--- src/rtl/scma_host_pkg.sv ---
// Shared types and default sizes for SCMA host-side blocks.
// State encoding, bus widths and the wait counter width.
package scma_host_pkg;

    typedef enum logic [2:0] {
        ST_IDLE,
        ST_WR,
        ST_RD_WAIT,
        ST_RD_LAT,
        ST_RSP
    } state_e;

    localparam int DEF_DATA_IN_WIDTH  = 36;
    localparam int DEF_DATA_OUT_WIDTH = 32;
    localparam int DEF_ADDR_IN_WIDTH  = 11;
    localparam int DEF_CHIP_EN_NUM    = 16;
    localparam int DEF_CHIP_IDX_WIDTH = 4;
    localparam int DEF_RD_LAT         = 2;
    localparam int DEF_TIMEOUT        = 255;

    localparam int CNT_W = 8;

endpackage

--- src/rtl/scma_host_master_if.sv ---
// Request/response and array-bus bundle of the SCMA host master.
// master: the host master itself; slave: the host plus array side.
interface scma_host_master_if
    import scma_host_pkg::*;
#(
    parameter int DATA_IN_WIDTH  = DEF_DATA_IN_WIDTH,
    parameter int DATA_OUT_WIDTH = DEF_DATA_OUT_WIDTH,
    parameter int ADDR_IN_WIDTH  = DEF_ADDR_IN_WIDTH,
    parameter int CHIP_EN_NUM    = DEF_CHIP_EN_NUM,
    parameter int CHIP_IDX_WIDTH = DEF_CHIP_IDX_WIDTH
);

    logic                                   req_valid;
    logic                                   req_ready;
    logic                                   req_write;
    logic                                   req_bcast;
    logic [CHIP_IDX_WIDTH-1:0]              req_chip;
    logic [ADDR_IN_WIDTH-1:0]               req_addr;
    logic [DATA_IN_WIDTH-1:0]               req_wdata;
    logic                                   rsp_valid;
    logic [DATA_OUT_WIDTH-1:0]              rsp_data;
    logic                                   rsp_err;
    logic [ADDR_IN_WIDTH+CHIP_EN_NUM-1:0]   a_in;
    logic [DATA_IN_WIDTH-1:0]               data_in;
    logic [DATA_OUT_WIDTH-1:0]              data_out;
    logic                                   empty;
    logic                                   full;

    modport master (
        input  req_valid, req_write, req_bcast,
        input  req_chip, req_addr, req_wdata,
        input  data_out, empty, full,
        output req_ready, rsp_valid, rsp_data, rsp_err,
        output a_in, data_in
    );

    modport slave (
        output req_valid, req_write, req_bcast,
        output req_chip, req_addr, req_wdata,
        output data_out, empty, full,
        input  req_ready, rsp_valid, rsp_data, rsp_err,
        input  a_in, data_in
    );

endinterface

--- src/rtl/scma_chip_sel_dec.sv ---
// Chip index to one-hot select decoder with broadcast override.
module scma_chip_sel_dec #(
    parameter int CHIP_EN_NUM    = 16,
    parameter int CHIP_IDX_WIDTH = 4
) (
    input  logic [CHIP_IDX_WIDTH-1:0] idx_i,
    input  logic                      bcast_i,
    output logic [CHIP_EN_NUM-1:0]    sel_o
);

    always_comb begin
        sel_o = '0;
        unique case (1'b1)
            bcast_i: sel_o = '1;
            default: sel_o[idx_i] = 1'b1;
        endcase
    end

endmodule

--- src/rtl/scma_host_master.sv ---
// Single-outstanding host initiator for the SCMA array port.
// Define SCMA_HOST_STATS_EN to add write/read/timeout counters.
module scma_host_master
    import scma_host_pkg::*;
#(
    parameter int DATA_IN_WIDTH  = DEF_DATA_IN_WIDTH,
    parameter int DATA_OUT_WIDTH = DEF_DATA_OUT_WIDTH,
    parameter int ADDR_IN_WIDTH  = DEF_ADDR_IN_WIDTH,
    parameter int CHIP_EN_NUM    = DEF_CHIP_EN_NUM,
    parameter int CHIP_IDX_WIDTH = DEF_CHIP_IDX_WIDTH,
    parameter int RD_LAT         = DEF_RD_LAT,
    parameter int TIMEOUT        = DEF_TIMEOUT
) (
    input  logic              clk,
    input  logic              rst,
    scma_host_master_if.master bus
`ifdef SCMA_HOST_STATS_EN
    ,
    output logic [15:0]       stat_wr_cnt,
    output logic [15:0]       stat_rd_cnt,
    output logic [15:0]       stat_to_cnt
`endif
);

    localparam int AW = ADDR_IN_WIDTH + CHIP_EN_NUM;
    localparam logic [CNT_W-1:0] TO_VAL  = CNT_W'(TIMEOUT);
    localparam logic [CNT_W-1:0] LAT_VAL = CNT_W'(RD_LAT);

    state_e                    state_q;
    logic [CNT_W-1:0]          cnt_q;
    logic [AW-1:0]             a_in_q;
    logic [DATA_IN_WIDTH-1:0]  data_in_q;
    logic                      ready_q;
    logic                      rsp_valid_q;
    logic                      rsp_err_q;
    logic [DATA_OUT_WIDTH-1:0] rsp_data_q;

    logic [CHIP_EN_NUM-1:0]    sel_d;
    logic [CNT_W-1:0]          cnt_inc_d;
    logic                      accept_d;
    logic                      illegal_d;
    logic                      wr_done_d;
    logic                      rd_done_d;
    logic                      to_d;

    scma_chip_sel_dec #(
        .CHIP_EN_NUM    (CHIP_EN_NUM),
        .CHIP_IDX_WIDTH (CHIP_IDX_WIDTH)
    ) u_sel_dec (
        .idx_i   (bus.req_chip),
        .bcast_i (bus.req_bcast),
        .sel_o   (sel_d)
    );

    assign accept_d  = bus.req_valid & ready_q;
    assign illegal_d = ~bus.req_write & bus.req_bcast;
    assign cnt_inc_d = cnt_q + CNT_W'(1);

    assign wr_done_d = (state_q == ST_WR) && !bus.full;
    assign rd_done_d = (state_q == ST_RD_LAT) && (cnt_q == LAT_VAL);
    // The counter never passes TIMEOUT: the stall that reaches it ends the wait.
    assign to_d = (((state_q == ST_WR) && bus.full) ||
                   ((state_q == ST_RD_WAIT) && bus.empty)) &&
                  (cnt_inc_d == TO_VAL);

    always_ff @(posedge clk or negedge rst) begin
        if (!rst) begin
            state_q     <= ST_IDLE;
            cnt_q       <= '0;
            a_in_q      <= '0;
            data_in_q   <= '0;
            ready_q     <= 1'b0;
            rsp_valid_q <= 1'b0;
            rsp_err_q   <= 1'b0;
            rsp_data_q  <= '0;
        end else begin
            unique case (state_q)
                ST_IDLE: begin
                    ready_q <= 1'b1;
                    cnt_q   <= '0;
                    if (accept_d) begin
                        ready_q <= 1'b0;
                        if (illegal_d) begin
                            state_q <= ST_RSP;
                        end else begin
                            a_in_q    <= {sel_d, bus.req_addr};
                            data_in_q <= bus.req_write ? bus.req_wdata : '0;
                            state_q   <= bus.req_write ? ST_WR : ST_RD_WAIT;
                        end
                    end
                end
                ST_WR, ST_RD_WAIT, ST_RD_LAT: begin
                    if (wr_done_d || rd_done_d || to_d) begin
                        state_q     <= ST_RSP;
                        a_in_q      <= '0;
                        data_in_q   <= '0;
                        rsp_valid_q <= 1'b1;
                        rsp_err_q   <= to_d;
                        if (rd_done_d) begin
                            rsp_data_q <= bus.data_out;
                        end
                    end else if ((state_q == ST_RD_WAIT) && !bus.empty) begin
                        state_q <= ST_RD_LAT;
                        cnt_q   <= '0;
                    end else begin
                        cnt_q <= cnt_inc_d;
                    end
                end
                ST_RSP: begin
                    // Entering with no strobe means an illegal request: raise it now.
                    if (rsp_valid_q) begin
                        rsp_valid_q <= 1'b0;
                        rsp_err_q   <= 1'b0;
                        rsp_data_q  <= '0;
                        ready_q     <= 1'b1;
                        state_q     <= ST_IDLE;
                    end else begin
                        rsp_valid_q <= 1'b1;
                        rsp_err_q   <= 1'b1;
                    end
                end
                default: state_q <= ST_IDLE;
            endcase
        end
    end

    assign bus.req_ready = ready_q;
    assign bus.rsp_valid = rsp_valid_q;
    assign bus.rsp_err   = rsp_err_q;
    assign bus.rsp_data  = rsp_data_q;
    assign bus.a_in      = a_in_q;
    assign bus.data_in   = data_in_q;

`ifdef SCMA_HOST_STATS_EN
    logic [15:0] wr_cnt_q;
    logic [15:0] rd_cnt_q;
    logic [15:0] to_cnt_q;

    always_ff @(posedge clk or negedge rst) begin
        if (!rst) begin
            wr_cnt_q <= '0;
            rd_cnt_q <= '0;
            to_cnt_q <= '0;
        end else begin
            if (wr_done_d) wr_cnt_q <= wr_cnt_q + 16'd1;
            if (rd_done_d) rd_cnt_q <= rd_cnt_q + 16'd1;
            if (to_d)      to_cnt_q <= to_cnt_q + 16'd1;
        end
    end

    assign stat_wr_cnt = wr_cnt_q;
    assign stat_rd_cnt = rd_cnt_q;
    assign stat_to_cnt = to_cnt_q;
`endif

endmodule

--- src/flat_wrapper.sv ---
// flat-port wrapper written by rule: the top's interface ports become plain ports
module scma_host_master_flat import scma_host_pkg::*;
#(
    parameter int DATA_IN_WIDTH  = DEF_DATA_IN_WIDTH,
    parameter int DATA_OUT_WIDTH = DEF_DATA_OUT_WIDTH,
    parameter int ADDR_IN_WIDTH  = DEF_ADDR_IN_WIDTH,
    parameter int CHIP_EN_NUM    = DEF_CHIP_EN_NUM,
    parameter int CHIP_IDX_WIDTH = DEF_CHIP_IDX_WIDTH,
    parameter int RD_LAT         = DEF_RD_LAT,
    parameter int TIMEOUT        = DEF_TIMEOUT
)
  (clk, rst, bus_req_valid, bus_req_write, bus_req_bcast, bus_req_chip, bus_req_addr, bus_req_wdata, bus_data_out, bus_empty, bus_full, bus_req_ready, bus_rsp_valid, bus_rsp_data, bus_rsp_err, bus_a_in, bus_data_in);
  scma_host_master_if #(.DATA_IN_WIDTH(DATA_IN_WIDTH), .DATA_OUT_WIDTH(DATA_OUT_WIDTH), .ADDR_IN_WIDTH(ADDR_IN_WIDTH), .CHIP_EN_NUM(CHIP_EN_NUM), .CHIP_IDX_WIDTH(CHIP_IDX_WIDTH)) bus_i ();
  input  logic clk;
  input  logic rst;
  input wire logic [$bits(bus_i.req_valid)-1:0] bus_req_valid;
  input wire logic [$bits(bus_i.req_write)-1:0] bus_req_write;
  input wire logic [$bits(bus_i.req_bcast)-1:0] bus_req_bcast;
  input wire logic [$bits(bus_i.req_chip)-1:0] bus_req_chip;
  input wire logic [$bits(bus_i.req_addr)-1:0] bus_req_addr;
  input wire logic [$bits(bus_i.req_wdata)-1:0] bus_req_wdata;
  input wire logic [$bits(bus_i.data_out)-1:0] bus_data_out;
  input wire logic [$bits(bus_i.empty)-1:0] bus_empty;
  input wire logic [$bits(bus_i.full)-1:0] bus_full;
  output wire logic [$bits(bus_i.req_ready)-1:0] bus_req_ready;
  output wire logic [$bits(bus_i.rsp_valid)-1:0] bus_rsp_valid;
  output wire logic [$bits(bus_i.rsp_data)-1:0] bus_rsp_data;
  output wire logic [$bits(bus_i.rsp_err)-1:0] bus_rsp_err;
  output wire logic [$bits(bus_i.a_in)-1:0] bus_a_in;
  output wire logic [$bits(bus_i.data_in)-1:0] bus_data_in;
  assign bus_i.req_valid = bus_req_valid;
  assign bus_i.req_write = bus_req_write;
  assign bus_i.req_bcast = bus_req_bcast;
  assign bus_i.req_chip = bus_req_chip;
  assign bus_i.req_addr = bus_req_addr;
  assign bus_i.req_wdata = bus_req_wdata;
  assign bus_i.data_out = bus_data_out;
  assign bus_i.empty = bus_empty;
  assign bus_i.full = bus_full;
  assign bus_req_ready = bus_i.req_ready;
  assign bus_rsp_valid = bus_i.rsp_valid;
  assign bus_rsp_data = bus_i.rsp_data;
  assign bus_rsp_err = bus_i.rsp_err;
  assign bus_a_in = bus_i.a_in;
  assign bus_data_in = bus_i.data_in;
  scma_host_master #(.DATA_IN_WIDTH(DATA_IN_WIDTH), .DATA_OUT_WIDTH(DATA_OUT_WIDTH), .ADDR_IN_WIDTH(ADDR_IN_WIDTH), .CHIP_EN_NUM(CHIP_EN_NUM), .CHIP_IDX_WIDTH(CHIP_IDX_WIDTH), .RD_LAT(RD_LAT), .TIMEOUT(TIMEOUT)) u_core (.clk(clk), .rst(rst), .bus(bus_i));
endmodule
--- config.mk ---
export PLATFORM = sky130hd
export DESIGN_NAME = scma_host_master_flat
export DESIGN_NICKNAME = d
export VERILOG_FILES = /design/src/rtl/scma_host_pkg.sv /design/src/rtl/scma_host_master_if.sv /design/src/rtl/scma_chip_sel_dec.sv /design/src/rtl/scma_host_master.sv /design/src/flat_wrapper.sv
export SDC_FILE = /design/constraint.sdc
export NUM_CORES = 1
export LEC_CHECK = 0
export CORE_MARGIN = 2
export CORE_UTILIZATION = 40
export CTS_BUF_LIST = sky130_fd_sc_hd__clkbuf_8
export CTS_CLUSTER_SIZE = 8
export DETAILED_ROUTE_END_ITERATION = 16
export HOLD_SLACK_MARGIN = 0.1
export PLACE_DENSITY = 0.76
export SLEW_MARGIN = 40
export SYNTH_ARGS = -nofsm -noshare
export SYNTH_HDL_FRONTEND = slang
export SYNTH_SLANG_ARGS = --single-unit
--- constraint.sdc ---
create_clock -name clk -period 3.6 [get_ports clk]
set_input_delay 0.9 -clock clk [delete_from_list [all_inputs] [get_ports clk]]
set_output_delay 0.9 -clock clk [all_outputs]
set_load 0.005 [all_outputs]
==> out/results.ini, run 1 <==
[critical_path]
start_kind=input pin
timing.critical_path.required_ns=3.85
reg2reg_slack_ns=0.90
arrival_ns=3.11
worst-path-max-fanout=32
worstRegToRegCells=8
path_class=in2reg
cp-end-kind=flop
r2r-end=u_core.bus.a_in[11]$_DFFE_PN0P_
worstReg2RegStart=u_core.cnt_q[1]$_DFFE_PN0P_

[die]
initial_utilization_pct=41.26
rows=40
fp.dieW_um=115.8
core-area_um2=12110
die_area_um2=13400
io_pins=188
fp.dieH_um=115.8

[global_routing]
grt_max_degree=64
grt_pass1_vias=4210
grt_use_total_pct=19.02
antenna_found_initial=0
grt_pass1_wl_um=20250
grt-ovfl-total=0

[sta]
clock-skew-final_ns=0.02079
setup_tns_ns=0
fin_crit_ns=2.855
hold_violations=0
max_freq_ghz=0.3502
report.final.slew_viol_count=0
rsz0062_at_grt=no
setup_violations=0
worst_pin_slew_ns=0.6461
maxSlewHeadroom_pct=56.93
hold_ws_ns=0.5019
period_share_pct=79.32

[cts]
cts_sinks=109
cts_made_buffers=9
clk_path_buf_depth=2
cts-root-buf=clkbuf_8
post_cts_resized=0
post_cts_buffers=0
clk-insertion-delay-late_ns=0.37
cts_tree=done
clk_pin_slew_worst_paths_ns=0.10
hold_buffers=0
htreeDepth=3

[layout]
nets=726
fin_cells=807
area_growth_pct=44.87
diodes=0
fin_area_um2=7239
drive_gt1_share_pct=7.668

[routing]
routed_wl_um=12570
firstDrtPassIters=4
drtIter0Drc=205
avgRoutedWirePerCell_um=15.58
vias_per_cell=4.958
num_vias=4001
ant_nets=0
drcViolationCount=0

[yosys]
synth_edf_count=0
synthCells=457
async_flop_share_pct=100.0
synth_warnings=0
yosysTopAreaCell=dfrtp_1
synthTopCellsByArea=dfrtp_1 55%, mux2i_1 9.4%, a22o_1 5.6%, nand2_1 4.1%, mux2_4 3.9%
synth_fp_nets=549
seq_area_frac_synth_pct=54.58
synth-seq-cells=109
synth_top_area_share_pct=54.58
synth.distinct_cells=47
post-synth-top-count-cell=dfrtp_1
netlist_area_um2=4997
synth-main-ff-cell=dfrtp_1
syn_area_per_cell_um2=10.93
yosys-top-cells-count=109 x dfrtp_1, 54 x nand2_1, 50 x inv_1, 47 x mux2i_1, 32 x a22o_1

[flow_run]
maxCapViolCount=0

[pwr]
p_seq_share_pct=39.0
power.leakage_nw=3.393
switchingPower_w=0.001629
peakVddDrop_mv=0.3048
power_density_nw_per_um2=674.2
netSwitchingFraction_pct=33.37
p_int_w=0.003252
p_clk_share_pct=15.8
power_frac_comb_pct=45.2

[min_path]
hold_depth=1
min_from=u_core.bus.rsp_err$_DFFE_PN0P_
holdCritPathClass=reg2reg
hold-path-endpoint=u_core.bus.rsp_err$_DFFE_PN0P_

[placed_design]
gp_congestion=0.8840
dp_hpwl_um=9029
port-buffer-count=187
placed_cell_area_um2=7032
place_inst=791

[status]
status=completed

==> metal layers <==
layer | global-route usage [%] | vias up | wire length [um]
met5 | 0 | - | 0
met4 | 7.381 | 0 | 270
met3 | 4.236 | 21 | 908
met2 | 31.54 | 178 | 5764
met1 | 24.42 | 1897 | 5629
li1 | - | 1905 | -
==> layout make-up <==
cell class              count  area, um^2
inverters                  50       187.7
repair buffers            194        1947
flip-flops and latches    109        2728
multi-input cells         270        1959
well taps                 168       210.2
clock inverters             6       70.07
clock buffers              10       137.6
fillers                  1016        4872
==> flip-flops by register name (all words and copies together) (netlist names) <==
signal / cells
u_core.bus.rsp_data: 32
u_core.state_q: 3
u_core.bus.data_in: 36
u_core.bus.a_in: 27
u_core.bus.rsp_err: 1
u_core.bus.rsp_valid: 1
u_core.cnt_q: 8
u_core.bus.req_ready: 1
==> critical path, cell delays in order <==
cell and delay (ns):
clkdlybuf4s50_1 0.52, nand3b_1 0.11, a2111o_1 0.49, a221o_1 0.30
o21ai_1 0.19, o221ai_2 0.12, buf_4 0.25, a22o_1 0.22
==> placed cells by master, fill, tap and decap left out, types with 7 or more instances in the layout <==
| cell | synthesis | final |
|---|---|---|
| dfrtp_1 | 109 | 109 |
| nor2_1 | 30 | 28 |
| a31oi_1 | 7 | 7 |
| mux2_4 | 13 | 13 |
| mux2i_1 | 47 | 47 |
| clkbuf_8 | 0 | 10 |
| a22o_1 | 32 | 32 |
| a21oi_1 | 16 | 16 |
| nand2_1 | 54 | 54 |
| inv_1 | 50 | 50 |
| clkdlybuf4s50_1 | 0 | 186 |
==> logic make-up (layout without fill, tap and decap cells) <==
family,Yosys count,count (layout),synth area share (%)
simple gates,120,120,11.07
flops,109,109,54.58
compound gates,82,82,12.69
buf+inv,78,260,6.535
mux,65,65,14.45
fa+ha+maj,2,2,0.5007
xor+xnor,1,1,0.1753
==> power groups by stage <==
stage	clock, W	sequential (W)	combinational [W]
after floorplan	0	0.00187	0.00117
after global placement	0	0.00191	0.00217
after detailed placement	0	0.00191	0.00224
after CTS	0.000796	0.00191	0.00224
after global routing	0.000840	0.00196	0.00241
final	0.000771	0.00191	0.00220
==> how the worst max path moves through the flow <==
| stage | endpoint | slack, ns | startpoint | cells past startpoint |
|---|---|---|---|---|
| floorplan | u_core.bus.a_in[14]$_DFFE_PN0P_ | 1.00 | bus_full | 7 |
| global placement | u_core.bus.rsp_data[25]$_DFFE_PN0P_ | 0.44 | bus_full | 8 |
| detailed placement | u_core.bus.a_in[11]$_DFFE_PN0P_ | 0.36 | bus_full | 7 |
| CTS | u_core.bus.a_in[11]$_DFFE_PN0P_ | 0.75 | bus_full | 7 |
| global route | u_core.bus.rsp_data[7]$_DFFE_PN0P_ | 0.65 | bus_full | 8 |
| finish | u_core.bus.rsp_data[17]$_DFFE_PN0P_ | 0.74 | bus_full | 8 |
==> through the flow <==
stage / power (W) / setup WS [ns] / util [%]
after floorplan: 0.003038 / 1.004 / -
after global placement: 0.004081 / 0.4436 / 58.04
after detailed placement: 0.004151 / 0.3641 / 58.06
after CTS: 0.004939 / 0.7536 / 59.77
after global routing: 0.005206 / 0.6460 / 59.77
final: 0.004881 / 0.7446 / 59.77
(Power assumes the default switching activity.)
==> run 2: changes to the inputs <==
Settings changed: PLACE_DENSITY 0.76 to 0.79.
Clock period 3.6 ns to 2.46 ns, I/O delays scaled along.
==> run 2 against run 1 <==
The run now ends with negative setup slack left. Sequential share of layout area shrank 1.7 points. Core utilization grew 2.9 points. Die area is the same. Final area grew 4.9%. Via count grew 3.3%. Sequential cell count is the same. Final cell count grew 3.2%. Critical path depth is the same. First-iteration DRC count shrank 5.9%. Largest cell class unchanged. Highest routed layer unchanged.
==> out/results.ini, run 2 (synthesis results as in run 1) <==
[pwr]
p_int_w=0.005112  ; +57%
netSwitchingFraction_pct=32.72  ; -0.65 points
peakVddDrop_mv=0.5308  ; +74%
p_clk_share_pct=14.5  ; -1.3 points
power_density_nw_per_um2=1001  ; +48%
p_seq_share_pct=36.5  ; -2.5 points
power.leakage_nw=3.562  ; +5.0%
switchingPower_w=0.002486  ; +53%
power_frac_comb_pct=49.0  ; +3.8 points

[layout]
n_fill_cell=992  ; -2.4%
utilization_pct=62.69  ; +2.9 points
nets=752  ; +3.6%
fin_area_um2=7592  ; +4.9%
mostFrequentLayoutCells=186 x clkdlybuf4s50_1, 107 x dfrtp_1, 54 x nand2_1
diodes=0  ; unchanged
largest_register_ffs=36  ; unchanged
drive_gt1_share_pct=12.33  ; +4.7 points
area_growth_pct=51.93
layout_commonest_cell=clkdlybuf4s50_1

[cts]
cts_made_buffers=9  ; unchanged
cts_sinks=109  ; unchanged
clk_pin_slew_worst_paths_ns=0.11  ; about the same
clk-insertion-delay-late_ns=0.36  ; about the same
htreeDepth=3  ; unchanged
cts_tree=done
cts-root-buf=clkbuf_8
clk_path_buf_depth=2  ; unchanged

[die]
rows=40  ; unchanged
fp.dieW_um=115.8  ; unchanged
core-area_um2=12110  ; unchanged
die_area_um2=13400  ; unchanged
io_pins=188  ; unchanged
fp.dieH_um=115.8  ; unchanged
initial_utilization_pct=41.26  ; unchanged

[flow_run]
maxCapViolCount=0  ; unchanged

[critical_path]
r2r-end=u_core.bus.a_in[0]$_DFFE_PN0P_
timing.critical_path.required_ns=2.70  ; -1.15 ns
worstReg2RegStart=u_core.cnt_q[1]$_DFFE_PN0P_
crit_family=compound AO/OA/AOI/OAI gates
reg2reg_slack_ns=0.04  ; -0.86 ns
cp-end-kind=flop
cp_num_buf_inv=2  ; unchanged
worstPathCellList=clkdlybuf4s50_1, nand3b_1, a2111o_1, a221o_1, o21ai_1, o221ai_2, buf_12, a22o_1
cpPeakStageDelay_ns=0.48  ; -0.04 ns
slowest_stage=clkdlybuf4s50_1
worst-path-max-fanout=32  ; unchanged
start_kind=input pin
arrival_ns=2.72  ; -0.39 ns
path_class=in2reg
worstRegToRegCells=9  ; +1

[sta]
report.final.slew_viol_count=0  ; unchanged
hold_ws_ns=0.2324  ; -0.2695 ns
rsz0062_at_grt=yes
clock-skew-final_ns=0.01889  ; -0.001897 ns
hold_violations=0  ; unchanged
fin_crit_ns=2.472
setup_violations=7  ; +7
maxSlewHeadroom_pct=64.63  ; +7.7 points
fin_ws_ns=-0.01229  ; -0.7569 ns
period_share_pct=100.5
worst_pin_slew_ns=0.5305  ; -0.1155 ns
max_freq_ghz=0.4045

[placed_design]
pre_cts_slack_ns=-0.3552  ; -0.7193 ns
dp_hpwl_um=9391  ; +4.0%
placed_cell_area_um2=7247  ; +3.1%
gp_congestion=0.8418  ; -4.8%
port-buffer-count=187  ; unchanged

[routing]
drtIter0Drc=193  ; -5.9%
drcViolationCount=0  ; unchanged
num_vias=4133  ; +3.3%
avgRoutedWirePerCell_um=15.47  ; -0.69%
vias_per_cell=4.962  ; about the same
ant_nets=0  ; unchanged
firstDrtPassIters=4  ; unchanged
routed_wl_um=12890  ; +2.5%

[global_routing]
grt_use_total_pct=19.41  ; +0.39 points
grt-ovfl-total=0  ; unchanged
antenna_found_initial=0  ; unchanged
grt_pass1_vias=4271  ; +1.4%
grt_max_degree=69  ; +7.8%
grt_pass1_wl_um=20660  ; +2.0%

[min_path]
holdCritPathClass=in2async

[status]
status=finished with violations
failed_checks=negative setup slack

## run 2: cell count changes in the layout (fill, tap and decap cells not counted), sizes merged
cell / before / now
clkinv: 2 / 1
clkbuf: 10 / 13
inv: 51 / 52
buf: 8 / 31
## run 2: how the worst max path moves through the flow
| stage | start | to | slack (ns) | cells past startpoint |
|---|---|---|---|---|
| 3_5_place_dp | bus_full | u_core.bus.data_in[18]$_DFFE_PN0P_ | -0.36 | 8 |
| 4_1_cts | u_core.cnt_q[0]$_DFFE_PN0P_ | u_core.bus.data_in[18]$_DFFE_PN0P_ | 0.01 | 9 |
| 5_1_grt | bus_full | u_core.cnt_q[3]$_DFFE_PN0P_ | -0.04 | 8 |
| 6_report | bus_full | u_core.bus.rsp_data[14]$_DFFE_PN0P_ | -0.01 | 8 |
| 3_3_place_gp | bus_full | u_core.bus.rsp_data[10]$_DFFE_PN0P_ | -0.32 | 8 |
| 2_1_floorplan | u_core.cnt_q[1]$_DFFE_PN0P_ | u_core.bus.a_in[14]$_DFFE_PN0P_ | 0.03 | 9 |
## run 2: metal layers
| layer | track usage [%] | routed length, um | vias up |
|---|---|---|---|
| met1 | 25.86 | 5727 | 2000 |
| li1 | - | - | 1958 |
| met4 | 6.825 | 142 | 0 |
| met3 | 3.713 | 799 | 12 |
| met2 | 31.93 | 6218 | 163 |
| met5 | 0 | 0 | - |
## run 2: power groups by stage
stage / Combinational, W / Sequential [W] / Clock, W
after floorplan: 0.00171 / 0.00274 / 0
after global placement: 0.00347 / 0.00277 / 0
after detailed placement: 0.00358 / 0.00278 / 0
after CTS: 0.00359 / 0.00277 / 0.00114
after global routing: 0.00404 / 0.00285 / 0.00121
final: 0.00372 / 0.00277 / 0.00110
## run 2: stage by stage
step | TNS (ns) | cells | power, W
3_3_place_gp | -30.93 | 813 | 0.006240
6_report | -0.04116 | 833 | 0.007598
4_1_cts | 0 | 829 | 0.007498
5_1_grt | -1.005 | 833 | 0.008099
3_5_place_dp | -32.00 | 813 | 0.006355
2_1_floorplan | 0 | 457 | 0.004447
## run 2: final cells by class
cell class,count,area (um^2),area share [%]
timing repair buffer,220,2260,29.76
clock buffer,10,137.6,1.813
tap,168,210.2,2.769
clock inverter,6,62.56,0.8240
inverter,50,187.7,2.472
sequential,109,2730,35.96
multi-input combinational,270,2004,26.40
## run 2: timing repair
action	CTS	global route
buffers inserted	0	1
setup endpoints to repair	2	103
hold buffers	0	0
gates cloned	0	3
resized for setup	2	13
pin swaps	0	5
